**src/rtl/flip8_line_scan.sv**
```systemverilog
// rtl/flip8_line_scan.sv - sequential Othello line scanner: legal-move mask and best move for one 8-cell line
// Optional feature macro: FLIP8_SCAN_BEST_FLIP_EN (keeps the flip mask of the best move on best_flip)
module flip8_line_scan #(
  parameter int TIE_HIGH = 0
) (
  input  logic       clock,
  input  logic       reset,
  input  logic       in_valid,
  output logic       in_ready,
  input  logic [7:0] player,
  input  logic [7:0] opponent,
  output logic       out_valid,
  input  logic       out_ready,
  output logic [7:0] legal,
  output logic       any_legal,
  output logic [2:0] best_pos,
  output logic [2:0] best_count,
  output logic [7:0] best_flip
);

  typedef enum logic [1:0] {IDLE, SCAN, DONE} state_t;

  state_t     state, state_next;
  logic [7:0] p_q, o_q;
  logic [2:0] pos_q;
  logic [7:0] up_mask, dn_mask, flip;
  logic       up_run, up_hit, dn_run, dn_hit;
  logic [2:0] count;
  logic       take_best;
  logic       accept;

  assign in_ready  = (state == IDLE);
  assign out_valid = (state == DONE);
  assign accept    = in_valid & in_ready;
  assign any_legal = |legal;

  // Flip evaluation for the current pos: walk opponent runs upward and downward,
  // keeping a run only when it is closed by a player stone inside the line.
  always_comb begin
    up_mask = 8'h00;
    up_run  = 1'b1;
    up_hit  = 1'b0;
    dn_mask = 8'h00;
    dn_run  = 1'b1;
    dn_hit  = 1'b0;
    for (int i = 0; i < 8; i++) begin
      if (i > int'(pos_q) && up_run) begin
        if (o_q[i]) begin
          up_mask[i] = 1'b1;
        end else begin
          up_run = 1'b0;
          up_hit = p_q[i];
        end
      end
    end
    for (int i = 7; i >= 0; i--) begin
      if (i < int'(pos_q) && dn_run) begin
        if (o_q[i]) begin
          dn_mask[i] = 1'b1;
        end else begin
          dn_run = 1'b0;
          dn_hit = p_q[i];
        end
      end
    end
    if (p_q[pos_q] | o_q[pos_q]) begin
      flip = 8'h00;
    end else begin
      flip = (up_hit ? up_mask : 8'h00) | (dn_hit ? dn_mask : 8'h00);
    end
  end

  // Flip count and best-move replacement rule (strictly greater, or equal-and-nonzero when ties go high).
  always_comb begin
    count     = 3'($countones(flip));
    take_best = (count > best_count) ||
                ((TIE_HIGH != 0) && (count == best_count) && (count != 3'd0));
  end

  // State register.
  always_ff @(posedge clock or posedge reset) begin
    if (reset) begin
      state <= IDLE;
    end else begin
      state <= state_next;
    end
  end

  // Next-state logic: accept in IDLE, eight scan cycles, hold in DONE until consumed.
  always_comb begin
    state_next = state;
    case (state)
      IDLE:    if (accept) state_next = SCAN;
      SCAN:    if (pos_q == 3'd7) state_next = DONE;
      DONE:    if (out_ready) state_next = IDLE;
      default: state_next = IDLE;
    endcase
  end

  // Line capture, pos counter and result accumulation.
  always_ff @(posedge clock or posedge reset) begin
    if (reset) begin
      p_q        <= 8'h00;
      o_q        <= 8'h00;
      pos_q      <= 3'd0;
      legal      <= 8'h00;
      best_pos   <= 3'd0;
      best_count <= 3'd0;
    end else if (accept) begin
      p_q        <= player;
      o_q        <= opponent & ~player;
      pos_q      <= 3'd0;
      legal      <= 8'h00;
      best_pos   <= 3'd0;
      best_count <= 3'd0;
    end else if (state == SCAN) begin
      legal[pos_q] <= |flip;
      if (take_best) begin
        best_pos   <= pos_q;
        best_count <= count;
      end
      if (pos_q != 3'd7) begin
        pos_q <= pos_q + 3'd1;
      end
    end
  end

`ifdef FLIP8_SCAN_BEST_FLIP_EN
  logic [7:0] best_flip_q;

  // Flip mask of the best move, updated alongside best_pos.
  always_ff @(posedge clock or posedge reset) begin
    if (reset) begin
      best_flip_q <= 8'h00;
    end else if (accept) begin
      best_flip_q <= 8'h00;
    end else if (state == SCAN && take_best) begin
      best_flip_q <= flip;
    end
  end

  assign best_flip = best_flip_q;
`else
  assign best_flip = 8'h00;
`endif

endmodule

```
**config.mk**
```make
export PLATFORM = sky130hd
export DESIGN_NAME = flip8_line_scan
export DESIGN_NICKNAME = d
export VERILOG_FILES = /design/src/rtl/flip8_line_scan.sv
export SDC_FILE = /design/constraint.sdc
export NUM_CORES = 1
export LEC_CHECK = 0
export ABC_AREA = 1
export BUFFER_PORTS_ARGS = -buffer_cell sky130_fd_sc_hd__buf_2
export CAP_MARGIN = 0
export CELL_PAD_IN_SITES_DETAIL_PLACEMENT = 1
export CELL_PAD_IN_SITES_GLOBAL_PLACEMENT = 2
export CORE_MARGIN = 2
export CORE_UTILIZATION = 29
export CTS_CLUSTER_DIAMETER = 100
export DETAILED_ROUTE_END_ITERATION = 8
export GPL_ROUTABILITY_DRIVEN = 0
export GPL_TIMING_DRIVEN = 0
export PLACE_DENSITY = 0.88
export SYNTH_ARGS = -nofsm -noshare
export SYNTH_HDL_FRONTEND = slang
export SYNTH_SLANG_ARGS = --single-unit
```
**constraint.sdc**
```tcl
create_clock -name clock -period 5.59 [get_ports clock]
set_input_delay 1.118 -clock clock [delete_from_list [all_inputs] [get_ports clock]]
set_output_delay 1.118 -clock clock [all_outputs]
set_load 0.02 [all_outputs]
```
; ---- After elaboration in Yosys (flattened, before gate mapping)
; Index checks and enable logic that the tools add are counted.
[word_totals]
input_bits = 20
output_inout_bits = 25
word_cells = 163
reg_bits = 35
[classes]
n_lt_le_gt_ge = 17
n_eq_ne = 7
muxes = 97
n_addsub = 8
n_reduce_logical = 22
bitwise = 5
[op_table]
columns = cell, n
row1 = $mux W1, 75
row2 = $mux W8, 4
row3 = $mux W3, 9
row4 = $reduce_or A8 Y1, 2
row5 = $logic_and A1 B1 Y1, 13
row6 = $gt A3 B3 Y1 const A, 4
row7 = $lt A3 B3 Y1 const A, 3
row8 = $add A1 B1 Y2, 4
row9 = $and A8 B8 Y8, 1
row10 = $bwmux W8, 1
row11 = $not A8 Y8, 1
row12 = $or A8 B7 Y8, 1
row13 = $mux W7, 1
row14 = $add A2 B2 Y3, 2
row15 = $bmux W1 S3, 2
row16 = $gt A2 B3 Y1 const A, 2
row17 = $lt A1 B3 Y1 const A, 2
row18 = $lt A2 B3 Y1 const A, 2
row19 = $mux W2, 3
row20 = $pmux W2 S3, 1
row21 = $reduce_bool A2 Y1, 3
row22 = $lt A3 B4 Y1 const B, 1
row23 = $ne A2 B1 Y1 const B, 2
row24 = $reduce_and A2 Y1, 2
row25 = 15 further kinds, 15

; ---- Logic depth before layout (Yosys ltp)
[logic_depth]
ltp_word = 24
mapped_depth = 36
depth_no_buf = 35

; ---- Least setup slack after synthesis
; Ideal clock, no wire load.
[synth_path]
path_type = flip-flop to flip-flop
start = register pos_q[0]
end = register best_count[2]
t_arrival_ps = 5238
setup_time_ps = 83
period_less_slack_ps = 5320
required_ps = 5507
path_slack_ps = 270
path_stages_with_launch = 32
n_path_buf = 1
path_cell_list = dfrtp_1 -> buf_6 -> inv_2 -> ha_1 -> inv_1 -> nor2_1 -> inv_1 -> nand2_2 -> o21ai_2 -> a21oi_4 -> o221ai_2 -> a21oi_2 -> nand4_4 -> nand3_1 -> nand2_1 -> nand2_1 -> inv_1 -> fa_1 -> inv_1 -> fa_1 -> inv_1 -> fa_1 -> ha_1 -> inv_1 -> fa_1 -> xnor2_1 -> ha_1 -> a21oi_1 -> o21ai_0 -> nand2_1 -> nand2_1 -> o21ai_0
[synth_via]
elab_chain_len = 23
elab_cells_between_ends = 110
classes_between = add/sub (7) / order compare (15) / mux (72) / bitwise (2) / reduce/logical (14)
[synth_lines]
columns = element, line_no
row1 = from (decl), 25  ; logic [2:0] pos_q;
row2 = from (signal assigned), 123  ; pos_q <= pos_q + 3'd1;
row3 = $lt A3 B3 Y1 / $gt A1 B3 Y1 (equally long branches), "57, 47"
row4 = $mux W1 (on tied branches), "57, 47"
row5 = "$mux W1, or another cell as far along", 58  ; if (o_q[i]) begin
row6 = $mux W1 (on tied branches), "57, 47"
row7 = "$mux W1, or another cell as far along", 58
row8 = $mux W1 (on tied branches), "57, 47"
row9 = "$mux W1, or another cell as far along", 58
row10 = $mux W1 (on tied branches), "57, 47"
row11 = (+7 left out), n/a
row12 = $or A8 B7 Y8, 69  ; flip = (up_hit ? up_mask : 8'h00) | (dn_hit ? dn_mask : 8'h00);
row13 = $mux W8 *, 66  ; if (p_q[pos_q] | o_q[pos_q]) begin
row14 = $add A1 B1 Y2 (implied by the code), 75  ; count = 3'($countones(flip));
row15 = $add A2 B2 Y3 (implied by the code), 75
row16 = $add A3 B3 Y3 (implied by the code) *, 75
row17 = $gt A3 B3 Y1 / $mux W3 (equally long branches), "76, 118"
row18 = $reduce_bool A2 Y1 (no line) / $mux W3 (equally long branches), n/a
row19 = $reduce_and A2 Y1 (no line) / $mux W3 (equally long branches), n/a
row20 = to (signal assigned), 120  ; best_count <= count;
row21 = to (decl), 17  ; output logic [2:0] best_count,
; Every way passes the cells marked *; elsewhere a longest branch is shown, timed or not. The select of a mux whose other input is x is not followed.
; A chain may end at the register's enable or synchronous reset.

; ---- Worst setup path in the final report
[layout_path]
start = register pos_q[0]
end = register best_count[1]
; Same word-level chain as after synthesis.

==> impl_metrics.json <==
{
  "status": "finished clean",
  "dieWidth_um": 97.70,
  "ios": 45,
  "drive_gt1_share_pct": 35.21,
  "firstDrtPassIters": 4,
  "vias": 2660,
  "multi_input_area_um2": 1610,
  "postRouteWirelength_um": 8658,
  "crit_family": "adder cells",
  "fp.dieH_um": 97.70,
  "r2r_cells": 29,
  "grt_use_total_pct": 17.77,
  "slew_violations": 0,
  "tritoncts": "done",
  "busiest_layer": "met2",
  "use_met2_pct": 31.41,
  "finalCriticalPeriod_ns": 5.400,
  "cpPeakStageDelay_ns": 0.56,
  "holdWs_ns": 0.5489,
  "grt_pass1_wl_um": 13480,
  "synth_cell_types": 37,
  "routedWlPerCell_um": 16.21,
  "die_area_um2": 9545,
  "critPathArrivalTime_ns": 5.59,
  "clk-insertion-delay-late_ns": 0.30,
  "crit_top_cell": "nand2_4",
  "fillers": 1090,
  "vdd_ir_drop_max_mv": 0.2008,
  "yosysTopAreaCell": "dfrtp_1",
  "core-area_um2": 8636,
  "cts.sinks": 35,
  "numCtsBuffers": 5,
  "placed_cell_area_um2": 2923,
  "yosys_warnings": 0,
  "diodes": 0,
  "cts.reportedPaths.clkPinSlew_ns": 0.09,
  "finalInstanceArea_um2": 3462,
  "ant_nets": 0,
  "start_util_pct": 29.48,
  "ctsLongestPathBuffers": 2,
  "synth_edf_count": 0,
  "fin_crit_sh_pct": 96.61,
  "min_path_cells": 2,
  "path_buf_inv": 7,
  "finalSetupViolations": 0,
  "syn_inst": 346,
  "grt_overflow": 0,
  "power.density_nw_per_um2": 656.8,
  "drt_iter0_drc": 91,
  "grt_pass1_vias": 2700,
  "use_met3_pct": 2.590,
  "cp-start-kind": "flop",
  "met1_usage_pct": 22.27,
  "min_path_type": "flop to flop",
  "placementRows": 34,
  "yosysMostFrequentCell": "nand2_1",
  "portBuffers": 36,
  "synthFlopType": "dfrtp_1",
  "synth_common_cells": "nand2_1 (63), inv_1 (52), nor2_1 (39)",
  "max_clock_freq_mhz": 185.2,
  "synth_top_area_share_pct": 34.40,
  "antenna_found_initial": 0,
  "synth_area_um2": 2546,
  "critPathKind": "flop to flop",
  "max_cap_violations": 0,
  "async_flop_share_pct": 100.0,
  "htree_levels": 2,
  "syn_to_final_growth_pct": 35.97,
  "finClkSkew_ns": 0.01162,
  "dp_hpwl_um": 5917,
  "slew_headroom_pct": 46.09,
  "final-hold-violation-count": 0,
  "final_nets": 459,
  "grt_max_degree": 24,
  "cp-end-kind": "flop",
  "yosys-top-cells-area": "dfrtp_1 (34%), nand2_1 (9.3%), inv_1 (7.7%), nand3_1 (5.9%), nor2_1 (5.7%)",
  "via_per_inst": 4.981,
  "yosysSeqAreaShare_pct": 34.40,
  "required_ns": 5.78,
  "cp_slowest_cell": "fa_2",
  "crit_fanout": 10,
  "ys_ff_latch": 35,
  "clockRootBuffer": "clkbuf_8",
  "path_depth": 29,
  "register_area_um2": 878.3,
  "worst_pin_slew_ns": 0.8087,
  "synth.avg_cell_area_um2": 7.359,
  "drc": 0,
  "p_leak_nw": 1.769
}
final timing paths:
| kind | start | endpoint | slack, ns |
|---|---|---|---|
| max in group asynchronous | reset | pos_q[1] | 4.17 |
| worst max-delay path | pos_q[0] | best_count[1] | 0.19 |
| worst min register to register | legal[6] | legal[6] | 0.55 |
| min in group asynchronous | reset | o_q[5] | 0.88 |
| worst max register to register | pos_q[0] | best_count[1] | 0.19 |
| worst min-delay path | legal[6] | legal[6] | 0.55 |
repair_timing:
| action | CTS | global route |
|---|---|---|
| setup endpoints to repair | 6 | 6 |
| resized for setup | 15 | 47 |
| buffers inserted | 14 | 13 |
| pin swaps | 6 | 22 |
| hold buffers | 0 | 0 |
| cloned | 1 | 0 |
report_power, final:
part	total, mW	switching (mW)	leakage (nW)	internal (mW)
Combinational	1.56	0.988	1.28	0.567
Sequential	0.476	0.112	0.432	0.364
Clock	0.242	0.109	0.0581	0.133
stage by stage:
| step | setup TNS, ns | setup slack [ns] | std cells | utilization, % | power, mW |
|---|---|---|---|---|---|
| 2_1_floorplan | 0 | 0.2699 | 355 | - | 1.278 |
| 3_3_place_gp | -1.745 | -0.3705 | 499 | 33.53 | 1.558 |
| 3_5_place_dp | -2.565 | -0.5047 | 500 | 33.85 | 1.607 |
| 4_1_cts | 0 | 0.01201 | 523 | 37.21 | 1.983 |
| 5_1_grt | -0.4857 | -0.1036 | 534 | 40.09 | 2.452 |
| 6_report | 0 | 0.1895 | 534 | 40.09 | 2.274 |
final cells by class:
cell class | count | area share [%]
multi-input combinational | 249 | 46.51
inverter | 58 | 6.794
clock inverter | 3 | 1.265
sequential | 35 | 25.37
clock buffer | 5 | 1.988
buffer | 14 | 2.638
timing repair buffer | 62 | 11.53
tap | 108 | 3.903
flip-flops by register name, summed over array words and instances, names as in the netlist:
register / cells
p_q: 8
best_pos: 3
o_q: 8
pos_q: 3
legal: 8
state: 2
best_count: 3
layout by cell type (no fill, tap or decap), types with 5 or more instances in the layout:
cell | netlist | final
nor2_1 | 39 | 38
nand3_2 | 1 | 6
dfrtp_1 | 35 | 33
ha_1 | 10 | 6
clkbuf_8 | 0 | 5
inv_2 | 5 | 7
buf_4 | 8 | 32
buf_2 | 1 | 37
nand2_4 | 3 | 7
o21ai_0 | 25 | 19
inv_1 | 52 | 47
nor3_1 | 7 | 6
nand3_1 | 30 | 25
conb_1 | 2 | 11
o21ai_2 | 4 | 5
a21oi_2 | 4 | 5
nand2_1 | 63 | 56
a21oi_1 | 10 | 7
nand2_2 | 9 | 13
metal layers:
metal	share of wire [%]	wire, µm
met3	3.8	332
met1	42	3615
met4	2.4	206
met2	52	4504
met5	0	0
kinds of logic after synthesis:
logic type	after synthesis	share of synthesized area (%)
simple gates	164	30.17
other cells	2	0.2950
fa+ha+maj	14	8.059
xor+xnor	1	0.3440
buf+inv	72	12.24
flops	35	34.40
compound gates	58	14.50
worst min-delay path, delay by kind of cell, from the launching register on:
| family | cells | cell delay, ns |
|---|---|---|
| flip-flops | 1 | 0.38 |
| AND/OR/NAND/NOR | 2 | 0.14 |
No activity file was read; power rests on OpenSTA's default activity.
